**config.mk**
```make
export PLATFORM = sky130hd
export DESIGN_NAME = sdram_port_arbiter
export DESIGN_NICKNAME = d
export VERILOG_FILES = /design/src/rtl/sdram_port_arbiter.sv
export SDC_FILE = /design/constraint.sdc
export NUM_CORES = 1
export LEC_CHECK = 0
export CORE_AREA = 2 2 178 180
export DETAILED_ROUTE_END_ITERATION = 8
export DIE_AREA = 0 0 180 182
export PLACE_DENSITY_LB_ADDON = 0.12
export SLEW_MARGIN = 10
export SYNTH_ARGS = -nofsm -noshare
export SYNTH_HDL_FRONTEND = slang
export SYNTH_SLANG_ARGS = --single-unit
```
**constraint.sdc**
```tcl
create_clock -name clock -period 3.3 [get_ports clock]
set_input_delay 0.66 -clock clock [delete_from_list [all_inputs] [get_ports clock]]
set_output_delay 0.66 -clock clock [all_outputs]
set_load 0.01 [all_outputs]
```
**src/rtl/sdram_port_arbiter.sv**
```systemverilog
// Two-master arbiter for the 64-bit Avalon-MM SDRAM port: scanout (port 0) has priority over draw (port 1).
// Optional `define ARB_STARVE_GUARD_EN bounds how long port 0 may keep winning while port 1 waits.
module sdram_port_arbiter #(
   parameter int MAX_OUTSTANDING = 4,
   parameter int STARVE_LIMIT    = 8
) (
   input  logic        clock,
   input  logic        reset_n,
   input  logic [28:0] m0_address,
   input  logic        m0_read,
   output logic        m0_waitrequest,
   output logic [63:0] m0_readdata,
   output logic        m0_readdatavalid,
   input  logic [28:0] m1_address,
   input  logic        m1_read,
   input  logic        m1_write,
   input  logic [63:0] m1_writedata,
   input  logic [7:0]  m1_byteenable,
   output logic        m1_waitrequest,
   output logic [63:0] m1_readdata,
   output logic        m1_readdatavalid,
   output logic [28:0] avm_address,
   output logic [7:0]  avm_burstcount,
   output logic        avm_read,
   output logic        avm_write,
   output logic [63:0] avm_writedata,
   output logic [7:0]  avm_byteenable,
   input  logic        avm_waitrequest,
   input  logic [63:0] avm_readdata,
   input  logic        avm_readdatavalid,
   output logic [1:0]  grant,
   output logic [4:0]  outstanding,
   output logic        err_orphan
);

   localparam int IDX_W = $clog2(MAX_OUTSTANDING);
   // An out-of-range configuration blocks all reads rather than overflowing the tag FIFO.
   localparam bit CFG_OK = (MAX_OUTSTANDING >= 2) && (MAX_OUTSTANDING <= 16) &&
                           (STARVE_LIMIT >= 1) && (STARVE_LIMIT <= 15);

   typedef enum logic [1:0] {IDLE, OWN0, OWN1} state_t;
   state_t state, state_nxt;

   logic             rd_free, p0_elig, p1_elig, p1_req, starve_hit;
   logic             avm_cmd, push, ret_vld, head;
   logic [IDX_W-1:0] push_pos;
   logic             tags [MAX_OUTSTANDING];

   assign rd_free = CFG_OK && (outstanding < 5'(MAX_OUTSTANDING));
   assign p0_elig = m0_read & rd_free;
   assign p1_elig = m1_write | (m1_read & rd_free);
   assign p1_req  = m1_read | m1_write;

`ifdef ARB_STARVE_GUARD_EN
   logic [3:0] starve_cnt;
   assign starve_hit = (starve_cnt >= 4'(STARVE_LIMIT));

   always_ff @(posedge clock or negedge reset_n) begin
      if (!reset_n)
         starve_cnt <= 4'd0;
      else if (state == IDLE) begin
         if (!p1_req || state_nxt == OWN1)
            starve_cnt <= 4'd0;
         else if (state_nxt == OWN0 && starve_cnt != 4'hF)
            starve_cnt <= starve_cnt + 4'd1;
      end
   end
`else
   assign starve_hit = 1'b0;
`endif

   always_ff @(posedge clock or negedge reset_n) begin
      if (!reset_n)
         state <= IDLE;
      else
         state <= state_nxt;
   end

   // Owner leaves on acceptance, or immediately if it abandons its request.
   always_comb begin
      state_nxt = state;
      case (state)
         IDLE: begin
            if (p1_elig && starve_hit)
               state_nxt = OWN1;
            else if (p0_elig)
               state_nxt = OWN0;
            else if (p1_elig)
               state_nxt = OWN1;
         end
         OWN0, OWN1: begin
            if (!avm_cmd || !avm_waitrequest)
               state_nxt = IDLE;
         end
         default: state_nxt = IDLE;
      endcase
   end

   always_comb begin
      avm_address    = '0;
      avm_read       = 1'b0;
      avm_write      = 1'b0;
      avm_writedata  = '0;
      avm_byteenable = '0;
      m0_waitrequest = 1'b1;
      m1_waitrequest = 1'b1;
      case (state)
         OWN0: begin
            avm_address    = m0_address;
            avm_read       = m0_read;
            avm_byteenable = 8'hFF;
            m0_waitrequest = avm_waitrequest;
         end
         OWN1: begin
            avm_address    = m1_address;
            avm_write      = m1_write;
            avm_read       = m1_read & ~m1_write;
            avm_writedata  = m1_writedata;
            avm_byteenable = m1_byteenable;
            m1_waitrequest = avm_waitrequest;
         end
         default: ;
      endcase
   end

   assign avm_burstcount = 8'h01;
   assign avm_cmd        = avm_read | avm_write;
   assign grant          = {state == OWN1, state == OWN0};

   assign push     = avm_read & ~avm_waitrequest;
   assign ret_vld  = avm_readdatavalid & (outstanding != 5'd0);
   assign head     = tags[0];
   assign push_pos = IDX_W'(ret_vld ? outstanding - 5'd1 : outstanding);

   assign m0_readdata      = avm_readdata;
   assign m1_readdata      = avm_readdata;
   assign m0_readdatavalid = ret_vld & ~head;
   assign m1_readdatavalid = ret_vld & head;

   // Shift-register tag FIFO: entry 0 is always the oldest read in flight.
   always_ff @(posedge clock) begin
      if (ret_vld)
         for (int i = 0; i < MAX_OUTSTANDING - 1; i++)
            tags[i] <= tags[i+1];
      if (push)
         tags[push_pos] <= (state == OWN1);
   end

   always_ff @(posedge clock or negedge reset_n) begin
      if (!reset_n) begin
         outstanding <= 5'd0;
         err_orphan  <= 1'b0;
      end else begin
         if (push && !ret_vld)
            outstanding <= outstanding + 5'd1;
         else if (!push && ret_vld)
            outstanding <= outstanding - 5'd1;
         if (avm_readdatavalid && outstanding == 5'd0)
            err_orphan <= 1'b1;
      end
   end

endmodule

```
==> impl_metrics.yaml <==
layout:
  multi_input_area_um2: 1320
  final_common_cell: "clkdlybuf4s50_1"
  regArea_um2: 320
  final_area_um2: 4820
  diodes: 0
  final_cell_mix: "clkdlybuf4s50_1, and2_1, nor2_1"
  fillers: 3541
  drive_above_1_share_pct: 3.84
  areaGrowthSynthToFinish_pct: 75.6
  nNetsFinal: 703
power_and_ir_drop:
  power_density_nw_per_um2: 648
  leakage_nw: 1.69
  pwr-share-clk_pct: 7.5
  swShare_pct: 44.8
  power_frac_seq_pct: 9.1
  p_switching_mw: 1.40
  internal_power_mw: 1.72
  comb_power_share_pct: 83.5
  peakVddDrop_mv: 0.248
synthesis:
  synth.largest_area_cell: "buf_4"
  ys_ff_latch: 12
  syn_area_um2: 2750
  yosys-top-cells-area: "buf_4, and2_1, a22oi_1"
  yosys_warnings: 0
  ys_types: 39
  synth_cells: 385
  ys_seq_area_share_pct: 11.7
  async_reset_ff_share_pct: 66.7
  postSynthAreaPerCell_um2: 7.13
  synthFlopType: "dfrtp_1"
  synth_edf_count: 4
  synth_top_cell_area_share_pct: 37.2
timing:
  slew_headroom_pct: 51.6
  max_freq_ghz: 0.325
  hold_viol: 0
  min_period_ns: 3.07
  finalCritPeriodShare_pct: 93.2
  tightest_slew_ns: 0.721
  setup_tns_ns: 0
  setup_violations: 0
  slew_violations: 0
  rsz0062_at_grt: "false"
  skew_ns: 0.00177
min_path:
  hold_depth: 1
  hold_class: "flop to flop"
place:
  place_area_um2: 4740
  post-dp-hpwl_mm: 11.1
  portBuffers: 251
  place_congestion: 0.747
route:
  drt_iter0_drc: 67
  drc: 0
  drt_wl_total_mm: 13.3
  vias: 2795
  wl_per_cell_um: 14.8
  viasPerCell: 3.12
  postRouteAntennaNets: 0
  dr.pass1.iters: 4
die:
  core_area_um2: 31000
  ios: 452
  die_x_um: 180
  rows: 65
  dieArea_um2: 32800
  initial_core_util_pct: 8.86
  die_h_um: 182
global_routing:
  grt_pass1_vias: 3054
  grt_usage_pct: 7.64
  grtUsageMet3_pct: 3.19
  busiest_layer: "met2"
  grt_antenna_before_repair: 0
  overflow: 0
  use_met1_pct: 7.84
  grtUsageMet2_pct: 13.6
  grt_max_degree: 49
  grt_first_pass_wirelength_mm: 19.1
critical_path:
  reg2reg_depth: 10
  cpMaxStageDelayCell: "clkdlybuf4s50_1"
  path_delay_family: "buffers and inverters"
  path_cells: "inv_1, ha_4, buf_4, and2_1, clkdlybuf4s50_1"
  end_kind: "output port"
  startpoint_type: "flop"
  cp_num_cells: 5
  path_buf_inv: 3
  required_ns: 2.64
  max_stage_delay_ns: 0.54
  crit_type: "flop to output port"
  crit_fanout: 48
  cp_data_arrival_time_ns: 2.41
cts:
  cts_root_buf: "clkbuf_16"
  htreeDepth: 1
  cts_sinks: 12
  cts.clk_slew.worst_paths_ns: 0.05
  postCtsResizedCells: 0
  cts_made_buffers: 3
  cts_setup_buffers: 0
  clk_latency_ns: 0.24
  ctsHoldBuffers: 0
  cts_buffer_depth: 2
  cts_tree: "built"
status:
  status: "complete, no violations"
job:
  max-cap-violations: 0
==> logic make-up (layout without fill, tap and decap cells) <==
kind of cell,after synthesis,in the layout,share of synthesized area [%]
compound gates,58,58,14.1
xor+xnor,5,5,1.59
fa+ha+maj,6,6,2.73
buf+inv,166,270,41.6
flops,12,12,11.7
mux,4,4,1.59
other cells,2,8,0.273
simple gates,132,132,26.4
==> final timing paths <==
path	start	end	slack (ns)
hold / removal	tags[1]$_DFFE_PP_	tags[0]$_DFFE_PP_	0.53
hold reg to reg	tags[1]$_DFFE_PP_	tags[0]$_DFFE_PP_	0.53
setup reg to reg	state[0]$_DFFE_PN0P_	outstanding[4]$_DFFE_PN0P_	0.55
min in group asynchronous	reset_n	state[0]$_DFFE_PN0P_	0.74
setup / recovery	state[0]$_DFFE_PN0P_	avm_writedata[37]	0.23
max in group asynchronous	reset_n	outstanding[1]$_DFFE_PN0P_	2.24
==> worst register-to-register path: cells and delay by family (launching register included) <==
family | cells | cell delay (ns)
simple gates | 3 | 1.06
fa+ha+maj | 2 | 0.55
flops | 1 | 0.38
compound gates | 2 | 0.29
buf+inv | 2 | 0.25
xor+xnor | 1 | 0.15
==> power groups by stage <==
stage               clock [mW]  combinational (mW)  sequential [mW]
floorplan                    0                1.35            0.275
global placement             0                2.70            0.285
global route             0.250                2.85            0.296
CTS                      0.241                2.68            0.284
finish                   0.234                2.61            0.283
detailed placement           0                2.65            0.284
==> synth_stat cells (all sizes together), types with 2 or more instances <==
library cell / n
a21o: 2
a21oi: 15
a22oi: 29
and2: 65
buf: 142
clkbuf: 18
conb: 2
dfrtp: 8
edfxtp: 4
ha: 6
inv: 6
mux2: 3
nand2: 8
nand2b: 5
nand4: 3
nor2: 40
nor3: 2
nor4b: 2
o21ai: 7
or4b: 2
xor2: 4
==> per-layer routing <==
layer,vias to the layer above,wire length [µm]
met1,1232,4810
li1,1329,-
met3,62,1490
met2,172,6420
met5,-,0
met4,0,546
==> through the flow <==
stage	worst slack (ns)	utilization (%)	power, mW	cells	hold slack (ns)
floorplan	0.675	-	1.63	391	0.364
CTS	0.159	15.6	3.20	897	0.534
finish	0.226	15.6	3.12	897	0.528
global route	0.00518	15.6	3.40	897	0.552
global placement	0.221	15.3	2.99	893	0.522
detailed placement	0.215	15.3	2.94	893	0.522
==> final cells by class <==
type                    instances  share of cell area (%)
clock buffers                   3                    1.56
flip-flops and latches         12                    6.64
inverters                       6                   0.467
clock inverters                 1                  0.0778
multi-input cells             213                    27.3
well taps                     402                    10.4
repair buffers                260                    53.5
==> sequential cells by signal, summed over array words and instances, names as in the netlist <==
| name | flops |
|---|---|
| err_orphan | 1 |
| tags | 4 |
| outstanding | 5 |
| state | 2 |
(Power assumes the default switching activity.)
